**config.mk**
```make
export PLATFORM = sky130hd
export DESIGN_NAME = overture_fetch_8bit_flat
export DESIGN_NICKNAME = d
export VERILOG_FILES = /design/src/rtl/overture_fetch_8bit_if.sv /design/src/rtl/overture_fetch_8bit.sv /design/src/flat_wrapper.sv
export SDC_FILE = /design/constraint.sdc
export NUM_CORES = 1
export LEC_CHECK = 0
export ABC_CLOCK_PERIOD_IN_PS = 2200
export BUFFER_PORTS_ARGS = -buffer_cell sky130_fd_sc_hd__buf_2
export CORE_MARGIN = 10
export CORE_UTILIZATION = 50
export DETAILED_ROUTE_END_ITERATION = 10
export PLACE_DENSITY = 0.77
export SLEW_MARGIN = 0
export SYNTH_ARGS = -nofsm -noshare
export SYNTH_HDL_FRONTEND = slang
export SYNTH_SLANG_ARGS = --single-unit
```
**constraint.sdc**
```tcl
create_clock -name clk -period 2.2 [get_ports clk]
set_input_delay 0.11 -clock clk [delete_from_list [all_inputs] [get_ports clk]]
set_output_delay 0.11 -clock clk [all_outputs]
set_load 0.05 [all_outputs]
```
**src/rtl/overture_fetch_8bit_if.sv**
```systemverilog
// Overture 8-bit fetch bus: program-memory req/ack channel, decoder
// valid/ready channel, and the redirect port from the execute stage.
interface overture_fetch_8bit_if #(
  parameter int PC_W = 8
);
  logic            mem_req;
  logic [PC_W-1:0] mem_addr;
  logic            mem_ack;
  logic [7:0]      mem_rdata;
  logic [7:0]      instr;
  logic [PC_W-1:0] instr_pc;
  logic            instr_valid;
  logic            instr_ready;
  logic            redirect;
  logic [PC_W-1:0] redirect_pc;

  // Fetch stage side
  modport master (
    output mem_req, mem_addr, instr, instr_pc, instr_valid,
    input  mem_ack, mem_rdata, instr_ready, redirect, redirect_pc
  );

  // Memory / decoder / execute side
  modport slave (
    input  mem_req, mem_addr, instr, instr_pc, instr_valid,
    output mem_ack, mem_rdata, instr_ready, redirect, redirect_pc
  );
endinterface

```
**src/rtl/overture_fetch_8bit.sv**
```systemverilog
// Overture 8-bit instruction fetch stage: PC, single-outstanding memory
// request, one-entry instruction register, and redirect/squash handling.
module overture_fetch_8bit #(
  parameter int          PC_W     = 8,
  parameter int unsigned RESET_PC = 0
) (
  input  logic                   clk,
  input  logic                   rst_n,
  overture_fetch_8bit_if.master  bus
);

  typedef enum logic [1:0] {
    IDLE  = 2'd0,
    FETCH = 2'd1,
    DROP  = 2'd2,
    FULL  = 2'd3
  } state_t;

  state_t          state_q, state_d;
  logic [PC_W-1:0] pc_q, pc_d;
  logic [PC_W-1:0] tgt_q, tgt_d;
  logic [7:0]      instr_q, instr_d;
  logic [PC_W-1:0] ipc_q, ipc_d;

  // Sequential PC advance; wraps naturally at 2^PC_W
  function automatic logic [PC_W-1:0] pc_inc(input logic [PC_W-1:0] p);
    return p + PC_W'(1);
  endfunction

  // State and datapath registers; reset abandons any in-flight request
  always_ff @(posedge clk or negedge rst_n) begin
    if (!rst_n) begin
      state_q <= IDLE;
      pc_q    <= PC_W'(RESET_PC);
      tgt_q   <= '0;
      instr_q <= 8'h00;
      ipc_q   <= '0;
    end else begin
      state_q <= state_d;
      pc_q    <= pc_d;
      tgt_q   <= tgt_d;
      instr_q <= instr_d;
      ipc_q   <= ipc_d;
    end
  end

  // Next-state logic; redirect outranks every other event in every state
  always_comb begin
    state_d = state_q;
    pc_d    = pc_q;
    tgt_d   = tgt_q;
    instr_d = instr_q;
    ipc_d   = ipc_q;
    unique case (state_q)
      IDLE: begin
        if (bus.redirect) pc_d = bus.redirect_pc;
        state_d = FETCH;
      end
      FETCH: begin
        if (bus.mem_ack && !bus.redirect) begin
          instr_d = bus.mem_rdata;
          ipc_d   = pc_q;
          pc_d    = pc_inc(pc_q);
          state_d = FULL;
        end else if (bus.mem_ack) begin
          // Returned byte is wrong-path; restart at the target right away
          pc_d = bus.redirect_pc;
        end else if (bus.redirect) begin
          // Request is in flight and the address must stay put; park target
          tgt_d   = bus.redirect_pc;
          state_d = DROP;
        end
      end
      DROP: begin
        if (bus.mem_ack) begin
          pc_d    = bus.redirect ? bus.redirect_pc : tgt_q;
          state_d = FETCH;
        end else if (bus.redirect) begin
          tgt_d = bus.redirect_pc;
        end
      end
      FULL: begin
        if (bus.redirect) begin
          pc_d    = bus.redirect_pc;
          state_d = FETCH;
        end else if (bus.instr_ready) begin
          state_d = FETCH;
        end
      end
      default: state_d = IDLE;
    endcase
  end

  // Handshake outputs are pure decodes of the state
  always_comb begin
    bus.mem_req     = (state_q == FETCH) || (state_q == DROP);
    bus.mem_addr    = pc_q;
    bus.instr_valid = (state_q == FULL);
    bus.instr       = instr_q;
    bus.instr_pc    = ipc_q;
  end

endmodule

```
**src/flat_wrapper.sv**
```systemverilog
// flat-port wrapper written by rule: the top's interface ports become plain ports
module overture_fetch_8bit_flat 
#(
  parameter int          PC_W     = 8,
  parameter int unsigned RESET_PC = 0
)
  (clk, rst_n, bus_mem_req, bus_mem_addr, bus_instr, bus_instr_pc, bus_instr_valid, bus_mem_ack, bus_mem_rdata, bus_instr_ready, bus_redirect, bus_redirect_pc);
  overture_fetch_8bit_if #(.PC_W(PC_W)) bus_i ();
  input  logic clk;
  input  logic rst_n;
  output wire logic [$bits(bus_i.mem_req)-1:0] bus_mem_req;
  output wire logic [$bits(bus_i.mem_addr)-1:0] bus_mem_addr;
  output wire logic [$bits(bus_i.instr)-1:0] bus_instr;
  output wire logic [$bits(bus_i.instr_pc)-1:0] bus_instr_pc;
  output wire logic [$bits(bus_i.instr_valid)-1:0] bus_instr_valid;
  input wire logic [$bits(bus_i.mem_ack)-1:0] bus_mem_ack;
  input wire logic [$bits(bus_i.mem_rdata)-1:0] bus_mem_rdata;
  input wire logic [$bits(bus_i.instr_ready)-1:0] bus_instr_ready;
  input wire logic [$bits(bus_i.redirect)-1:0] bus_redirect;
  input wire logic [$bits(bus_i.redirect_pc)-1:0] bus_redirect_pc;
  assign bus_mem_req = bus_i.mem_req;
  assign bus_mem_addr = bus_i.mem_addr;
  assign bus_instr = bus_i.instr;
  assign bus_instr_pc = bus_i.instr_pc;
  assign bus_instr_valid = bus_i.instr_valid;
  assign bus_i.mem_ack = bus_mem_ack;
  assign bus_i.mem_rdata = bus_mem_rdata;
  assign bus_i.instr_ready = bus_instr_ready;
  assign bus_i.redirect = bus_redirect;
  assign bus_i.redirect_pc = bus_redirect_pc;
  overture_fetch_8bit #(.PC_W(PC_W), .RESET_PC(RESET_PC)) u_core (.clk(clk), .rst_n(rst_n), .bus(bus_i));
endmodule
```
## After elaboration in Yosys (flattened, before gate mapping)

Cells that the tools add are included.

| storage, ports and cells | value |
|---|---|
| word-level logic and storage cells | 42 |
| flip-flop bits (word level) | 34 |

| cells by class | value |
|---|---|
| equality and inequality tests | 10 |
| muxes and demuxes | 16 |
| reduce and logical (&&, ||, !) cells | 10 |
| $add $sub $neg | 1 |

Operators by type and width:

| operator | number |
|---|---|
| $mux 8 | 7 |
| $pmux 8 s3 | 1 |
| $pmux 8 s2 | 1 |
| $mux 2 | 6 |
| $ne 3x2->1 const B | 3 |
| $add 8x1->8 const B | 1 |
| $pmux 2 s4 | 1 |
| $eq 2x2->1 const B | 2 |
| $ne 2x2->1 const B | 2 |
| $reduce_and 2->1 | 2 |
| $reduce_and 4->1 | 1 |
| $ne 3x1->1 const B | 1 |
| $reduce_and 3->1 | 1 |
| $eq 2x1->1 const B | 1 |
| $logic_not 2->1 | 1 |
| $ne 2x1->1 const B | 1 |
| $reduce_bool 2->1 | 1 |
| $reduce_or 2->1 | 1 |
| $logic_and 1x1->1 | 1 |
| $logic_not 1->1 | 1 |
| $logic_or 1x1->1 | 1 |

## Depth between registers and ports, before layout

| logic depth | value |
|---|---|
| depth after elaboration | 4 |
| mapped depth | 7 |
| mapped depth without buffers | 6 |

## Least setup slack after synthesis

No wires, ideal clock.

| timing | value |
|---|---|
| kind | register to register |
| from | register u_core.state_q[0] |
| to | register u_core.tgt_q[0] |
| slack | 0.196 ns |
| library setup time | 0.125 ns |
| period minus slack after synthesis | 2.004 ns |
| arrival time | 1.879 ns |
| stages on the path, launching flop included | 7 |
| cells stage by stage | dfrtp_1 > inv_1 > ha_1 > inv_1 > and3_1 > buf_2 > mux2_2 |

| between the ends | value |
|---|---|
| longest elaborated chain between the ends | 3 |
| elaborated cells between the ends (all ways) | 6 |
| those cells by class | eq/ne: 3; mux: 1; reduce/logical: 2 |

RTL lines:

| what | line | RTL |
|---|---|---|
| start: declaration | overture_fetch_8bit.sv:19 | `state_t state_q, state_d;` |
| start signal: assignment | overture_fetch_8bit.sv:39 | `state_q <= state_d;` |
| $eq 2x1->1 / $eq 2x2->1 (equally long branches) | overture_fetch_8bit.sv:54 | `unique case (state_q)` |
| $ne 2x2->1 (no line) / $reduce_bool 2->1 (equally long branches) | -- |  |
| $reduce_and 2->1 (no line) | -- |  |
| end signal: assignment | overture_fetch_8bit.sv:41 | `tgt_q <= tgt_d;` |
| end: declaration | overture_fetch_8bit.sv:21 | `logic [PC_W-1:0] tgt_q, tgt_d;` |

Several ways; a longest one is shown, not always the timed one.
A chain may end at the register's enable or synchronous reset.

## Worst setup path after layout

| timing | value |
|---|---|
| from | register u_core.state_q[0] |
| to | register u_core.tgt_q[5] |

The elaborated chain is that of the path after synthesis.

==> reports/metrics.yaml <==
placement:
  hpwl_um: 3240
  gp_congestion: 0.883
  portBuffers: 46
route:
  drtPass1Iterations: 4
  first_iter_violations: 98
  num_vias: 1447
  wl_um: 4340
  via_per_inst: 5.63
  wire_per_inst_um: 16.9
  antenna_left: 0
  drc: 0
die:
  dieArea_um2: 6420
  die_w_um: 80.2
  num_rows: 21
  initial_core_util: 0.530
  io_pins: 47
  core_um2: 3420
  dieHeight_um: 80.2
timing:
  tightest_slew_ns: 0.749
  final_max_slew_viol_count: 0
  fmax_ghz: 0.532
  maxSlewHeadroom: 0.500
  skew_ns: 0.0167
  finalSetupViolCount: 0
  period_share: 0.854
  rsz0062_at_grt: "false"
  hold_viol: 0
  layout_min_cycle_time_ns: 1.88
  fin_tns_setup_ns: 0
cts:
  cts_max_path_buffers: 2
  postCtsResizedCells: 0
  path_clk_slew_ns: 0.11
  clockRootBuffer: "clkbuf_4"
  numCtsBuffers: 5
  cts.sinks: 34
  cts_htree_levels: 2
  postCtsSetupBuffers: 0
  cts_tree: "built"
  clock_latency_ns: 0.35
global_routing:
  grt.busiest_layer: "met2"
  grt_usage: 0.146
  grtUsageMet2: 0.236
  grt_max_degree: 35
  grt_pass1_wl_um: 7640
  grt_pass1_vias: 1537
  grt_util_met3: 0.0590
  antenna_found_initial: 0
  grt_remaining_overflow: 0
  use_met1: 0.169
synthesis:
  synth_fp_nets: 178
  synthDistinctLibCells: 40
  syn_area_per_cell_um2: 11.9
  synthArstFlopShare: 1.00
  synth_warnings: 0
  synthAdderAreaFrac: 0.0346
  synth.area.mux_share: 0.183
  synth_compound_area_frac: 0.154
  synth-seq-cells: 34
  yosys.area_share.simple: 0.0975
  synth_top_family_by_area: "multiplexers"
  synth_area_um2: 1810
  netlist_instances: 152
  synth-seq-area-share: 0.470
  synth_edf_count: 0
  synthFlopType: "dfrtp_1"
  synth_xor_area_frac: 0.0194
layout:
  syn_to_final_growth_pct: 23.1
  antenna_cells: 0
  fin_util: 0.652
  nets: 236
  nFillCells: 297
  drive_above_1_share: 0.389
worst_setup_path:
  end_kind: "register"
  critPathMaxFanout: 8
  crit_required_ns: 2.44
  path_class: "reg2reg"
  cp.arrival_ns: 2.12
  start_kind: "register"
status:
  status: "completed"
min_path:
  hold_path.class: "in2reg"
run:
  drv_cap: 0
-- synth_stat cells (2+ instances only) --
| master | instances | area share |
|---|---|---|
| o22a_1 | 2 | 0.0097 |
| a211oi_1 | 2 | 0.0083 |
| a21o_1 | 2 | 0.0083 |
| nor3_1 | 6 | 0.017 |
| a221o_1 | 2 | 0.011 |
| ha_1 | 5 | 0.035 |
| nor2b_1 | 2 | 0.0069 |
| xnor2_1 | 3 | 0.015 |
| mux2_2 | 15 | 0.093 |
| nor2_1 | 7 | 0.015 |
| o21ai_1 | 2 | 0.0055 |
| a211o_1 | 3 | 0.015 |
| nand2_1 | 6 | 0.012 |
| o21ai_0 | 6 | 0.017 |
| and3_1 | 2 | 0.0069 |
| nand3_1 | 3 | 0.0083 |
| a22oi_1 | 4 | 0.017 |
| inv_1 | 6 | 0.012 |
| mux2_4 | 7 | 0.058 |
| a221oi_1 | 3 | 0.015 |
| mux2_1 | 5 | 0.031 |
| buf_6 | 4 | 0.025 |
| or3_1 | 2 | 0.0069 |
| a31oi_1 | 4 | 0.014 |
| dfrtp_1 | 34 | 0.47 |
-- worst paths after layout --
check | startpoint | end | slack (ns) | cells past startpoint
worst min register to register | u_core.bus.instr[2] | u_core.bus.instr[2] | 0.50 | 1
max in group asynchronous | rst_n | u_core.bus.instr[3] | 1.36 | 2
worst max-delay path | u_core.state_q[0] | u_core.tgt_q[5] | 0.32 | 5
worst min-delay path | bus_redirect_pc[3] | u_core.tgt_q[3] | 0.03 | 2
worst max register to register | u_core.state_q[0] | u_core.tgt_q[5] | 0.32 | 5
min in group asynchronous | rst_n | u_core.bus.mem_addr[0] | 0.35 | 2
-- cells in the final DEF (no fill, tap or decap), types with 2 or more instances in the layout --
master	instances
a211o_1	3
a211oi_1	2
a21o_1	2
a221o_1	2
a221oi_1	3
a22oi_1	4
a31oi_1	4
and3_1	2
buf_2	46
buf_4	2
clkbuf_4	5
clkbuf_8	3
dfrtp_1	34
dlygate4sd3_1	9
ha_1	5
inv_1	6
mux2_1	5
mux2_2	15
mux2_4	7
nand2_1	6
nand3_1	3
nor2_1	7
nor2b_1	2
nor3_1	6
o21ai_0	6
o21ai_1	2
o22a_1	2
or3_1	2
xnor2_1	3
-- routing by layer --
layer / share of wire / vias up
met5: 0 / -
met4: 0.020 / 0
met3: 0.084 / 15
met2: 0.47 / 55
met1: 0.43 / 690
li1: - / 687
-- metrics by stage --
step	cells	hold slack, ns	area, um^2	setup WS (ns)
final	257	0.0332	2230	0.321
after CTS	257	0.0224	2230	0.338
after global routing	257	0.0330	2230	0.157
after detailed placement	240	0.221	2060	0.366
after floorplan	152	-0.186	1810	0.196
after global placement	240	0.200	2060	0.436
-- final cells by class --
| cell class | count | area, um^2 | share of cell area |
|---|---|---|---|
| timing repair buffer | 57 | 335 | 0.151 |
| clock buffer | 8 | 78.8 | 0.0354 |
| multi-input combinational | 106 | 882 | 0.396 |
| inverter | 6 | 22.5 | 0.0101 |
| sequential | 34 | 851 | 0.382 |
| tap | 46 | 57.6 | 0.0258 |
-- timing repair --
item	CTS	global route
setup endpoints to repair	0	0
hold buffers	9	0
hold endpoints to repair	42	0
-- logic make-up after synthesis --
family | Yosys count
adder cells (fa/ha/maj) | 5
buffers and inverters | 12
flip-flops | 34
XOR/XNOR | 4
AND/OR/NAND/NOR | 33
multiplexers | 27
AO/OA/AOI/OAI | 37
-- registers in the layout (all words and copies together), names as in the netlist --
| name | cells |
|---|---|
| u_core.bus.instr | 8 |
| u_core.bus.mem_addr | 8 |
| u_core.state_q | 2 |
| u_core.bus.instr_pc | 8 |
| u_core.tgt_q | 8 |
-- worst max-delay path: stages, from the launching register on --
cell     delay [ns]
dfrtp_1        0.43
inv_1          0.06
ha_1           0.36
inv_1          0.15
and3_1         0.38
mux2_2         0.38
Power is left out: the tool's default activity adds up to more than one toggle a clock period on the data nets, which glitch-free logic cannot reach.
